[config.mk]
export PLATFORM = sky130hd
export DESIGN_NAME = prog_mem_arbiter
export DESIGN_NICKNAME = d
export VERILOG_FILES = /design/src/rtl/prog_mem_arbiter.sv
export SDC_FILE = /design/constraint.sdc
export NUM_CORES = 1
export LEC_CHECK = 0
export CORE_UTILIZATION = 25
export CTS_CLUSTER_DIAMETER = 50
export DETAILED_ROUTE_END_ITERATION = 8
export GPL_TIMING_DRIVEN = 1
export PLACE_DENSITY = 0.68
export SYNTH_ARGS = -nofsm -noshare
export SYNTH_HDL_FRONTEND = slang
export SYNTH_SLANG_ARGS = --single-unit
[constraint.sdc]
create_clock -name clk -period 8.79 [get_ports clk]
set_input_delay 1.758 -clock clk [delete_from_list [all_inputs] [get_ports clk]]
set_output_delay 1.758 -clock clk [all_outputs]
set_load 0.05 [all_outputs]
[src/rtl/prog_mem_arbiter.sv]
// prog_mem_arbiter
// Shares the single program-memory bank between the CPU fetch unit and the
// loader/debug port. Each accepted request takes IDLE -> ISSUE -> RESP, so
// there is one transaction every three cycles. The latched byte address is
// decoded against the program window. Accesses that are out of window or
// unaligned never assert mem_cs and are answered with a fault instead.

module prog_mem_arbiter #(
    parameter logic [31:0] BASE_ADDR        = 32'h0000_31B0,
    parameter logic [31:0] LIMIT_ADDR       = 32'h0000_35AF,
    parameter int          OFFS_W           = 10,
    parameter int          MAX_FETCH_STREAK = 4
) (
    input  logic              clk,
    input  logic              rst,
    // fetch port
    input  logic              f_req,
    input  logic [31:0]       f_addr,
    output logic              f_ack,
    output logic [31:0]       f_rdata,
    output logic              f_fault,
    // loader / debug port
    input  logic              l_req,
    input  logic              l_we,
    input  logic [31:0]       l_addr,
    input  logic [31:0]       l_wdata,
    output logic              l_ack,
    output logic [31:0]       l_rdata,
    output logic              l_fault,
    // program memory
    output logic              mem_cs,
    output logic              mem_we,
    output logic [OFFS_W-1:0] mem_addr,
    output logic [31:0]       mem_wdata,
    input  logic [31:0]       mem_rdata,
    // status
    output logic              busy
);

    typedef enum logic [1:0] {
        ST_IDLE  = 2'd0,
        ST_ISSUE = 2'd1,
        ST_RESP  = 2'd2
    } state_t;

    localparam logic [2:0] MAX_S = 3'(MAX_FETCH_STREAK);

    // Window decode: the address must lie inside the window and be word aligned
    function automatic logic addr_ok(input logic [31:0] a);
        addr_ok = (a >= BASE_ADDR) && (a <= LIMIT_ADDR) && (a[1:0] == 2'b00);
    endfunction

    // Local byte offset inside the window
    function automatic logic [OFFS_W-1:0] addr_offs(input logic [31:0] a);
        addr_offs = OFFS_W'(a - BASE_ADDR);
    endfunction

    state_t              r_state;
    state_t              w_state_nxt;
    logic [2:0]          r_streak;
    logic [2:0]          w_streak_nxt;

    logic                r_win_l;      // 1 = loader owns the current transaction
    logic                r_we;
    logic                r_fault;
    logic                r_rd_ok;      // RESP carries valid read data

    logic                r_mem_cs;
    logic                r_mem_we;
    logic [OFFS_W-1:0]   r_mem_addr;
    logic [31:0]         r_mem_wdata;
    logic                r_f_ack;
    logic                r_l_ack;
    logic                r_f_fault;
    logic                r_l_fault;

    logic                w_any_req;
    logic                w_grant_l;
    logic [31:0]         w_sel_addr;
    logic                w_sel_we;
    logic [31:0]         w_sel_wdata;
    logic                w_sel_ok;

    // Arbitration: fetch wins unless the loader has waited through a full streak
    always_comb begin
        w_any_req   = f_req | l_req;
        w_grant_l   = l_req && (!f_req || (r_streak == MAX_S));
        w_sel_addr  = 32'h0000_0000;
        w_sel_we    = 1'b0;
        w_sel_wdata = 32'h0000_0000;
        if (w_grant_l) begin
            w_sel_addr  = l_addr;
            w_sel_we    = l_we;
            w_sel_wdata = l_wdata;
        end else begin
            w_sel_addr  = f_addr;
            w_sel_we    = 1'b0;
            w_sel_wdata = 32'h0000_0000;
        end
        w_sel_ok = addr_ok(w_sel_addr);
    end

    // Next-state and fetch-streak logic
    always_comb begin
        w_state_nxt  = r_state;
        w_streak_nxt = r_streak;
        case (r_state)
            ST_IDLE: begin
                if (w_any_req) begin
                    w_state_nxt = ST_ISSUE;
                end else begin
                    w_state_nxt = ST_IDLE;
                end
                if (!l_req || w_grant_l) begin
                    w_streak_nxt = 3'd0;
                end else if (r_streak == 3'd7) begin
                    w_streak_nxt = 3'd7;
                end else begin
                    w_streak_nxt = r_streak + 3'd1;
                end
            end
            ST_ISSUE: begin
                w_state_nxt = ST_RESP;
            end
            ST_RESP: begin
                w_state_nxt = ST_IDLE;
            end
            default: begin
                w_state_nxt  = ST_IDLE;
                w_streak_nxt = 3'd0;
            end
        endcase
    end

    // State and streak registers
    always_ff @(posedge clk) begin
        if (rst) begin
            r_state  <= ST_IDLE;
            r_streak <= 3'd0;
        end else begin
            r_state  <= w_state_nxt;
            r_streak <= w_streak_nxt;
        end
    end

    // Transaction latch, memory strobes and acknowledge pulses
    always_ff @(posedge clk) begin
        if (rst) begin
            r_win_l     <= 1'b0;
            r_we        <= 1'b0;
            r_fault     <= 1'b0;
            r_rd_ok     <= 1'b0;
            r_mem_cs    <= 1'b0;
            r_mem_we    <= 1'b0;
            r_mem_addr  <= {OFFS_W{1'b0}};
            r_mem_wdata <= 32'h0000_0000;
            r_f_ack     <= 1'b0;
            r_l_ack     <= 1'b0;
            r_f_fault   <= 1'b0;
            r_l_fault   <= 1'b0;
        end else begin
            // strobes are single-cycle; each state re-asserts only what it owns
            r_mem_cs    <= 1'b0;
            r_mem_we    <= 1'b0;
            r_mem_addr  <= {OFFS_W{1'b0}};
            r_mem_wdata <= 32'h0000_0000;
            r_f_ack     <= 1'b0;
            r_l_ack     <= 1'b0;
            r_f_fault   <= 1'b0;
            r_l_fault   <= 1'b0;
            r_rd_ok     <= 1'b0;
            case (r_state)
                ST_IDLE: begin
                    if (w_any_req) begin
                        r_win_l <= w_grant_l;
                        r_we    <= w_sel_we;
                        r_fault <= !w_sel_ok;
                        if (w_sel_ok) begin
                            r_mem_cs    <= 1'b1;
                            r_mem_we    <= w_sel_we;
                            r_mem_addr  <= addr_offs(w_sel_addr);
                            r_mem_wdata <= w_sel_wdata;
                        end else begin
                            r_mem_cs    <= 1'b0;
                            r_mem_we    <= 1'b0;
                        end
                    end else begin
                        r_win_l <= r_win_l;
                    end
                end
                ST_ISSUE: begin
                    r_f_ack   <= !r_win_l;
                    r_l_ack   <= r_win_l;
                    r_f_fault <= !r_win_l && r_fault;
                    r_l_fault <= r_win_l && r_fault;
                    r_rd_ok   <= !r_fault && !r_we;
                end
                ST_RESP: begin
                    r_rd_ok <= 1'b0;
                end
                default: begin
                    r_win_l <= 1'b0;
                    r_we    <= 1'b0;
                    r_fault <= 1'b0;
                end
            endcase
        end
    end

    // memory read data arrives during RESP, so it is steered straight to the winner
    assign f_rdata   = (r_f_ack && r_rd_ok) ? mem_rdata : 32'h0000_0000;
    assign l_rdata   = (r_l_ack && r_rd_ok) ? mem_rdata : 32'h0000_0000;
    assign f_ack     = r_f_ack;
    assign l_ack     = r_l_ack;
    assign f_fault   = r_f_fault;
    assign l_fault   = r_l_fault;
    assign mem_cs    = r_mem_cs;
    assign mem_we    = r_mem_we;
    assign mem_addr  = r_mem_addr;
    assign mem_wdata = r_mem_wdata;
    assign busy      = (r_state != ST_IDLE);

endmodule

== Word-level counts from Yosys, hierarchy flattened ==
Index checks and enable logic that the tools add are counted.

* Output and inout bits: 113
* Input bits: 133
* Bits in writable memories: 0
* Register bits: 57
* Memory bits (read-only): 0
* Memories: 0
* Latch bits: 0

* Multipliers: 0
* Add/subtract/negate cells: 2
* Shift-type cells: 0
* Eq/ne operators: 5
* Muxes and demuxes: 16
* $lt $le $gt $ge: 2
* Divide/modulo/power cells: 0
* Reductions and logical operators: 25
* Bitwise operators: 7

{| class="wikitable"
|+ Operators with widths
! kind !! count
|-
| two-way mux 32 bit || 3
|-
| >= comparator 32 x 14 -> 1 bit, second input constant || 1
|-
| <= comparator 32 x 14 -> 1 bit, second input constant || 1
|-
| subtractor 10 x 9 -> 10 bit, second input constant || 1
|-
| logical AND 1 bit || 8
|-
| equality test 3 bit, second input constant || 2
|-
| zero test 1 bit || 6
|-
| two-way mux 1 bit || 6
|-
| two-way mux 3 bit || 2
|-
| inverter 1 bit || 6
|-
| case mux 1 bit (2 select lines) || 3
|-
| case mux 3 bit (2 select lines) || 1
|-
| OR reduction 5 bit || 1
|-
| zero test 2 bit || 2
|-
| case mux 2 bit (2 select lines) || 1
|-
| OR reduction 2 bit || 2
|-
| OR reduction 4 bit || 1
|-
| adder 3 x 1 -> 3 bit, second input constant || 1
|-
| OR reduction 3 bit || 1
|-
| equality test 2 x 1 -> 1 bit, second input constant || 1
|-
| equality test 2 bit, second input constant || 1
|-
| logical OR 1 bit || 2
|-
| inequality test 2 bit, second input constant || 1
|-
| AND reduction 2 bit || 1
|-
| other kinds (2) || 2
|}

== Logic depth before layout (Yosys ltp) ==
Gate-level depths: netlist of run 1.

* Depth after elaboration: 10
* Mapped depth: 16

== Worst setup path after synthesis of run 1 ==
Ideal clock, no wire load.

* Path type: in2reg
* From: in f_req
* To: reg r_mem_addr[8], in the netlist mem_addr[8]
* Buffers on the path: 2
* Setup slack: 4,742 ps
* Arrival time: 3,969 ps
* Setup time: 79 ps
* Cell stages on the path: 14
* Data required time: 8,711 ps
* Path through: a21bo_4 -> and2_1 -> buf_2 -> nand2_1 -> nand2_1 -> inv_1 -> ha_1 -> nand4_1 -> nor3_1 -> mux2i_1 -> and4b_4 -> or4b_1 -> buf_6 -> a211oi_2

* Word-level cells in the longest chain between the ends: 9
* Elaborated cells between the ends (all ways): 14
* Classes of those cells: add/sub: 1; order compare: 2; mux: 1; bitwise: 3; reduce/logical: 7

{| class="wikitable"
|+ Ends and longest elaborated chain
! what !! RTL line !! RTL
|-
| start, declared || 17 || <nowiki>input logic f_req,</nowiki>
|-
| zero test 1 bit || 87 || <nowiki>w_grant_l = l_req && (!f_req || (r_streak == MAX_S));</nowiki>
|-
| logical OR 1 bit || 87 ||
|-
| logical AND 1 bit || 87 ||
|-
| two-way mux 32 bit || 91 || <nowiki>if (w_grant_l) begin</nowiki>
|-
| >= comparator 32 x 14 -> 1 bit / <= comparator 32 x 14 -> 1 bit (equally long branches) || 50 || <nowiki>addr_ok = (a >= BASE_ADDR) && (a <= LIMIT_ADDR) && (a[1:0] == 2'b00);</nowiki>
|-
| logical AND 1 bit (2 in a row) || 50 ||
|-
| inverter 1 bit (no line) || -- ||
|-
| OR reduction 4 bit (no line) || -- ||
|-
| end signal, assigned || 155 || <nowiki>r_mem_addr <= {OFFS_W{1'b0}};</nowiki>
|-
| end signal, assigned || 165 || <nowiki>r_mem_addr <= {OFFS_W{1'b0}};</nowiki>
|-
| end signal, assigned || 181 || <nowiki>r_mem_addr <= addr_offs(w_sel_addr);</nowiki>
|-
| end, declared || 70 || <nowiki>logic [OFFS_W-1:0] r_mem_addr;</nowiki>
|}

Parallel ways exist; a longest one is shown, timed or not.
A chain may end at the register's enable or synchronous reset.

== Final worst setup path of run 1 ==
* From: in mem_rdata[12]
* To: out f_rdata[12]

* Word-level cells in the longest chain between the ends: 1

{| class="wikitable"
|+ Ends and longest elaborated chain
! what !! RTL line !! RTL
|-
| start, declared || 35 || <nowiki>input logic [31:0] mem_rdata,</nowiki>
|-
| two-way mux 32 bit || 211 || <nowiki>assign f_rdata = (r_f_ack && r_rd_ok) ? mem_rdata : 32'h0000_0000;</nowiki>
|-
| end, declared || 20 || <nowiki>output logic [31:0] f_rdata,</nowiki>
|}

Every way passes these cells.

==> results of run 1 <==
## flip-flops by register name (all words and copies together), names as in the netlist
| register | flops |
|---|---|
| r_state | 2 |
| l_fault | 1 |
| r_fault | 1 |
| mem_addr | 10 |
| r_streak | 3 |
| r_we | 1 |
| mem_cs | 1 |
| r_win_l | 1 |
| mem_we | 1 |
| mem_wdata | 32 |
| f_ack | 1 |
| l_ack | 1 |
| r_rd_ok | 1 |
| f_fault | 1 |
## cell usage in the layout (no fill, tap or decap), drive strengths merged, types with 2 or more instances in the layout
cell type	instances
a211oi	3
a21boi	2
a21o	2
a21oi	10
a32oi	2
and2	37
and3	67
bufinv	3
clkbuf	11
clkdlybuf4s50	245
conb	2
dfxtp	57
ha	6
inv	10
mux2i	2
nand2	20
nand2b	2
nand3	2
nand4	6
nor2	18
nor3	5
nor4	8
nor4b	2
o21ai	4
o31ai	2
xnor2	3
xor2	3
## final cells by class
cell class	instances	area [sq um]	area share, %
Multi-Input combinational cell	217	1390	25.5
Inverter	10	37.5	0.690
Timing Repair Buffer	246	2460	45.2
Clock inverter	5	103	1.89
Tap cell	136	170	3.13
Sequential cell	57	1140	21.0
Clock buffer	11	141	2.60
## worst max-delay path, stage by stage
cell             delay [ps]
clkdlybuf4s50_1         520
and3_1                  180
clkdlybuf4s50_1         800
## report_power, final
part | switching [W] | internal [W] | total (W)
Sequential | 0.00000434 | 0.000262 | 0.000266
Combinational | 0.0000468 | 0.0000696 | 0.000116
Clock | 0.000100 | 0.000196 | 0.000296
## metrics by stage
step                hold WS (ps)  total power (W)  util (%)  area [sq um]  instances
floorplan                    398         0.000312         -          2650        304
global placement             429         0.000386      50.6          5200        666
detailed placement           423         0.000388      50.6          5200        666
CTS                          436         0.000687      52.9          5440        682
global route                 450         0.000707      52.9          5440        682
finish                       440         0.000679      52.9          5440        682
## per-layer routing
metal	part of all wire, %	up-vias	GRT usage (%)
li1	-	1527	-
met3	9.3	12	4.43
met1	35	1394	17.8
met5	0	-	0
met4	1.5	0	6.24
met2	54	192	34.9
## kinds of logic (layout without fill, tap and decap cells)
kind of cell	Yosys count	count (layout)	share of synthesized area (%)
xor gates and xnor gates	6	6	1.98
muxes	2	2	0.755
buffers and inverters	30	272	4.67
adders and majority gates	6	6	2.83
AOI/OAI and AO/OA	30	30	8.31
and+or+nand+nor	171	171	38.2
DFF	57	57	43.1
other	1	2	0.142
## final timing paths
check             cells past startpoint  slack, ps                      end                      from
hold reg to reg                       1        440       r_rd_ok$_SDFF_PP0_         r_we$_SDFFE_PP0P_
setup / recovery                      3       3770              f_rdata[12]             mem_rdata[12]
setup reg to reg                     14       5110  mem_wdata[1]$_SDFF_PP0_  r_streak[0]$_SDFFE_PP0P_
hold / removal                        1        440       r_rd_ok$_SDFF_PP0_         r_we$_SDFFE_PP0P_
==> impl_metrics.env, run 1 <==
export IMPL_synth_area_sq_mm=0.00265
export IMPL_p_leak_nw=2.29
export IMPL_clk_pin_slew_ps=60
export IMPL_tightest_slew_ps=1250
export IMPL_grt_pass1_wl_um=15300
export IMPL_place_ws_ps=3410
export IMPL_h_tree_depth=3
export IMPL_row_count=37
export IMPL_synth_distinct_cells=43
export IMPL_dr_pass1_iters=4
export IMPL_syn_avg_cell_area_sq_um=8.75
export IMPL_finalClockSkew_ps=4.77
export IMPL_vdd_ir_drop_max_mv=0.0693
export IMPL_drt_initial_drc_count=141
export IMPL_dieArea_sq_mm=0.0110
export IMPL_wire_per_inst_um=14.8
export IMPL_num_vias=3125
export IMPL_path_max_fanout=2
export IMPL_start_util_pct=25.8
export IMPL_root_buffer="clkbuf_8"
export IMPL_clk_latency_ps=330
export IMPL_synth_warnings=0
export IMPL_setup_ws_ps=3770
export IMPL_clkSinkCount=57
export IMPL_dpl_hpwl_um=8150
export IMPL_end_kind="primary output"
export IMPL_antenna_left=0
export IMPL_synthCells=303
export IMPL_drv_slew=0
export IMPL_antenna_found_initial=0
export IMPL_max_freq_mhz=199
export IMPL_final_period_utilization_pct=57.1
export IMPL_worst_setup_path_start_kind="primary input"
export IMPL_die_h_um=105
export IMPL_antenna_cells=0
export IMPL_wl_um=10100
export IMPL_min_period_ps=5020
export IMPL_drc_errors=0
export IMPL_post_synth_top_count_cell="and3_1"
export IMPL_crit_type="in2out"
export IMPL_async_reset_ff_share_pct=0
export IMPL_yosysSeqAreaShare_pct=43.1
export IMPL_synth_area_leaders="dfxtp_1, and3_1, and2_1"
export IMPL_status="finished, final reports clean"
export IMPL_nets=680
export IMPL_final_layout_size_suffix_gt1_share_pct=4.95
export IMPL_cp_required_ps=7030
export IMPL_rsz0062_at_grt="false"
export IMPL_cts_path_max_buffers=2
export IMPL_hp_class="reg2reg"
export IMPL_die_w_um=105
export IMPL_critical_path_arrival_ps=3260
export IMPL_grt_remaining_overflow=0
export IMPL_synth_largest_area_cell="dfxtp_1"
export IMPL_hold_violations=0
export IMPL_yosysTopAreaCellShare_pct=43.1
export IMPL_port_buffer_count=245
export IMPL_pin_count=246
export IMPL_ys_ff_latch=57
export IMPL_synth_ff_type="dfxtp_1"
export IMPL_holdBufCountCts=0
export IMPL_grt_pass1_vias=3040
export IMPL_slew_headroom_pct=16.4
export IMPL_cts_resized=0
export IMPL_yosys_top_cells_count="and3_1, dfxtp_1, and2_1"
export IMPL_setup_viol=0
export IMPL_viasPerCell=4.58
export IMPL_grt_usage_pct=17.7
export IMPL_gp_congestion=0.936
export IMPL_maxCapViolCount=0
export IMPL_post_cts_setup_buffer_count=0
export IMPL_fillCellCount=964
export IMPL_areaGrowthSynthToFinish_pct=105
export IMPL_numCtsBuffers=9
export IMPL_synth_edf_count=0
export IMPL_p_per_area_mw_per_mm2=125
export IMPL_finalSetupTns_ps=0
export IMPL_coreArea_sq_mm=0.0103
export IMPL_cts_tree="yes"
export IMPL_grt_max_degree=65
Note: power is estimated with default switching activity, not from simulation.
==> inputs of run 2 (changes only) <==
- PLACE_DENSITY: 0.68 -> 0.71
- clock period: 8.79 -> 4 ns (I/O delays scaled with it)
==> impl_metrics.env, run 2 (synthesis gave the netlist of run 1 again) <==
export IMPL_endpoint="mem_addr[8]$_SDFF_PP0_"
export IMPL_switchingPower_w=0.000340
export IMPL_clk_pin_slew_ps=60
export IMPL_row_count=37
export IMPL_layout_common_cells="clkdlybuf4s50_1, and3_1, dfxtp_1, and2_1, nand2_1"
export IMPL_antenna_found_initial=0
export IMPL_holdBufCountCts=0
export IMPL_rsz0062_at_grt="false"
export IMPL_dr_pass1_iters=4
export IMPL_fin_util_pct=53.0
export IMPL_r2r_setup_slack_ps=810
export IMPL_status="finished, final reports clean"
export IMPL_coreArea_sq_mm=0.0103
export IMPL_drv_slew=0
export IMPL_hold_violations=0
export IMPL_dpl_hpwl_um=8910
export IMPL_reg2reg_depth=14
export IMPL_dieArea_sq_mm=0.0110
export IMPL_gp_congestion=0.930
export IMPL_root_buffer="clkbuf_8"
export IMPL_worst_setup_path_start_kind="primary input"
export IMPL_drc_errors=0
export IMPL_grt_pass1_wl_um=16100
export IMPL_nets=684
export IMPL_path_max_fanout=9
export IMPL_final_period_utilization_pct=88.8
export IMPL_grt_remaining_overflow=0
export IMPL_power_internal_w=0.00110
export IMPL_min_period_ps=3550
export IMPL_critical_path_arrival_ps=3800
export IMPL_clkSinkCount=57
export IMPL_final_layout_size_suffix_gt1_share_pct=5.64
export IMPL_end_kind="register"
export IMPL_start_util_pct=25.8
export IMPL_antenna_cells=0
export IMPL_drt_initial_drc_count=93
export IMPL_num_vias=3129
export IMPL_max_freq_mhz=282
export IMPL_crit_type="in2reg"
export IMPL_die_h_um=105
export IMPL_crit_start="f_req"
export IMPL_wire_per_inst_um=15.6
export IMPL_fillCellCount=968
export IMPL_p_leak_nw=2.31
export IMPL_topRoutingLayerUsed="met4"
export IMPL_cts_path_max_buffers=2
export IMPL_antenna_left=0
export IMPL_vdd_ir_drop_max_mv=0.193
export IMPL_h_tree_depth=3
export IMPL_clk_latency_ps=330
export IMPL_areaGrowthSynthToFinish_pct=106
export IMPL_rr_startpoint="r_streak[0]$_SDFFE_PP0P_"
export IMPL_grt_pass1_vias=3175
export IMPL_maxCapViolCount=0
export IMPL_swShare_pct=23.6
export IMPL_setup_viol=0
export IMPL_comb_power_share_pct=18.0
export IMPL_finalClockSkew_ps=13.8
export IMPL_hp_class="reg2reg"
export IMPL_pin_count=246
export IMPL_grt_max_degree=45
export IMPL_post_cts_setup_buffer_count=0
export IMPL_tightest_slew_ps=844
export IMPL_slew_headroom_pct=43.7
export IMPL_die_w_um=105
export IMPL_p_per_area_mw_per_mm2=264
export IMPL_port_buffer_count=245
export IMPL_wl_met1_um=3820
export IMPL_finalSetupTns_ps=0
export IMPL_cts_resized=0
export IMPL_dr_wl_met2_um=5910
export IMPL_rr_endpoint="mem_addr[8]$_SDFF_PP0_"
export IMPL_power_frac_clock_pct=41.2
export IMPL_mostFrequentLayoutCell="clkdlybuf4s50_1"
export IMPL_routed_wl_met3_um=788
export IMPL_grt_usage_pct=19.2
export IMPL_wl_um=10700
export IMPL_viasPerCell=4.56
export IMPL_cp_required_ps=4250
export IMPL_fin_hold_ws_ps=446
export IMPL_seq_power_share_pct=40.8
export IMPL_numCtsBuffers=9
export IMPL_largest_reg_flops=32
export IMPL_cts_tree="yes"
run 2: worst min-delay path by stage:
stage | start | end | depth (start not counted)
after floorplan | r_we$_SDFFE_PP0P_ | r_rd_ok$_SDFF_PP0_ | 1
after global placement | r_we$_SDFFE_PP0P_ | r_rd_ok$_SDFF_PP0_ | 1
after detailed placement | r_we$_SDFFE_PP0P_ | r_rd_ok$_SDFF_PP0_ | 1
after CTS | r_we$_SDFFE_PP0P_ | r_rd_ok$_SDFF_PP0_ | 1
after global routing | r_we$_SDFFE_PP0P_ | r_rd_ok$_SDFF_PP0_ | 1
final | r_we$_SDFFE_PP0P_ | r_rd_ok$_SDFF_PP0_ | 1
run 2: through the flow:
step | std cells | setup slack, ps | total power, W | instance area (sq um)
6_report | 686 | 448 | 0.00144 | 5450
5_1_grt | 686 | 204 | 0.00151 | 5450
4_1_cts | 686 | 438 | 0.00145 | 5450
3_5_place_dp | 670 | 103 | 0.000858 | 5230
3_3_place_gp | 670 | 160 | 0.000854 | 5230
2_1_floorplan | 304 | 910 | 0.000685 | 2650
run 2: power by group through the flow:
stage / logic [W] / clock network (W) / registers, W
after floorplan: 0.0000852 / 0 / 0.000600
after global placement: 0.000255 / 0 / 0.000599
after detailed placement: 0.000258 / 0 / 0.000600
after CTS: 0.000259 / 0.000606 / 0.000587
after global routing: 0.000278 / 0.000638 / 0.000589
final: 0.000258 / 0.000592 / 0.000587
run 2: critical path: stages:
cell and delay [ps]:
clkdlybuf4s50_1 530, a21bo_4 260, and2_1 230, nand2_1 90, nand2_1 80, inv_1 70, ha_1 170, nand4_1 100
nor3_1 180, mux2i_1 110, and4b_4 230, or4b_1 740, a211oi_2 210
run 2: layout make-up:
class / count / area (sq um) / share of cell area, %
timing repair buffer: 250 / 2490 / 45.7
clock buffer: 11 / 141 / 2.60
tap: 136 / 170 / 3.12
inverter: 10 / 37.5 / 0.689
multi-input combinational: 217 / 1390 / 25.5
sequential: 57 / 1140 / 20.9
clock inverter: 5 / 78.8 / 1.45
run 2: per-layer routing:
metal / up-vias / global-route usage [%]
li1: 1530 / -
met2: 168 / 39.4
met1: 1418 / 18.3
met3: 13 / 4.43
met4: 0 / 6.54
met5: - / 0
==> inputs of run 3 (changes only) <==
- HOLD_SLACK_MARGIN: default -> 0.12
==> results of run 3 <==
The final DEF is identical to that of run 2; final timing and power are the same.
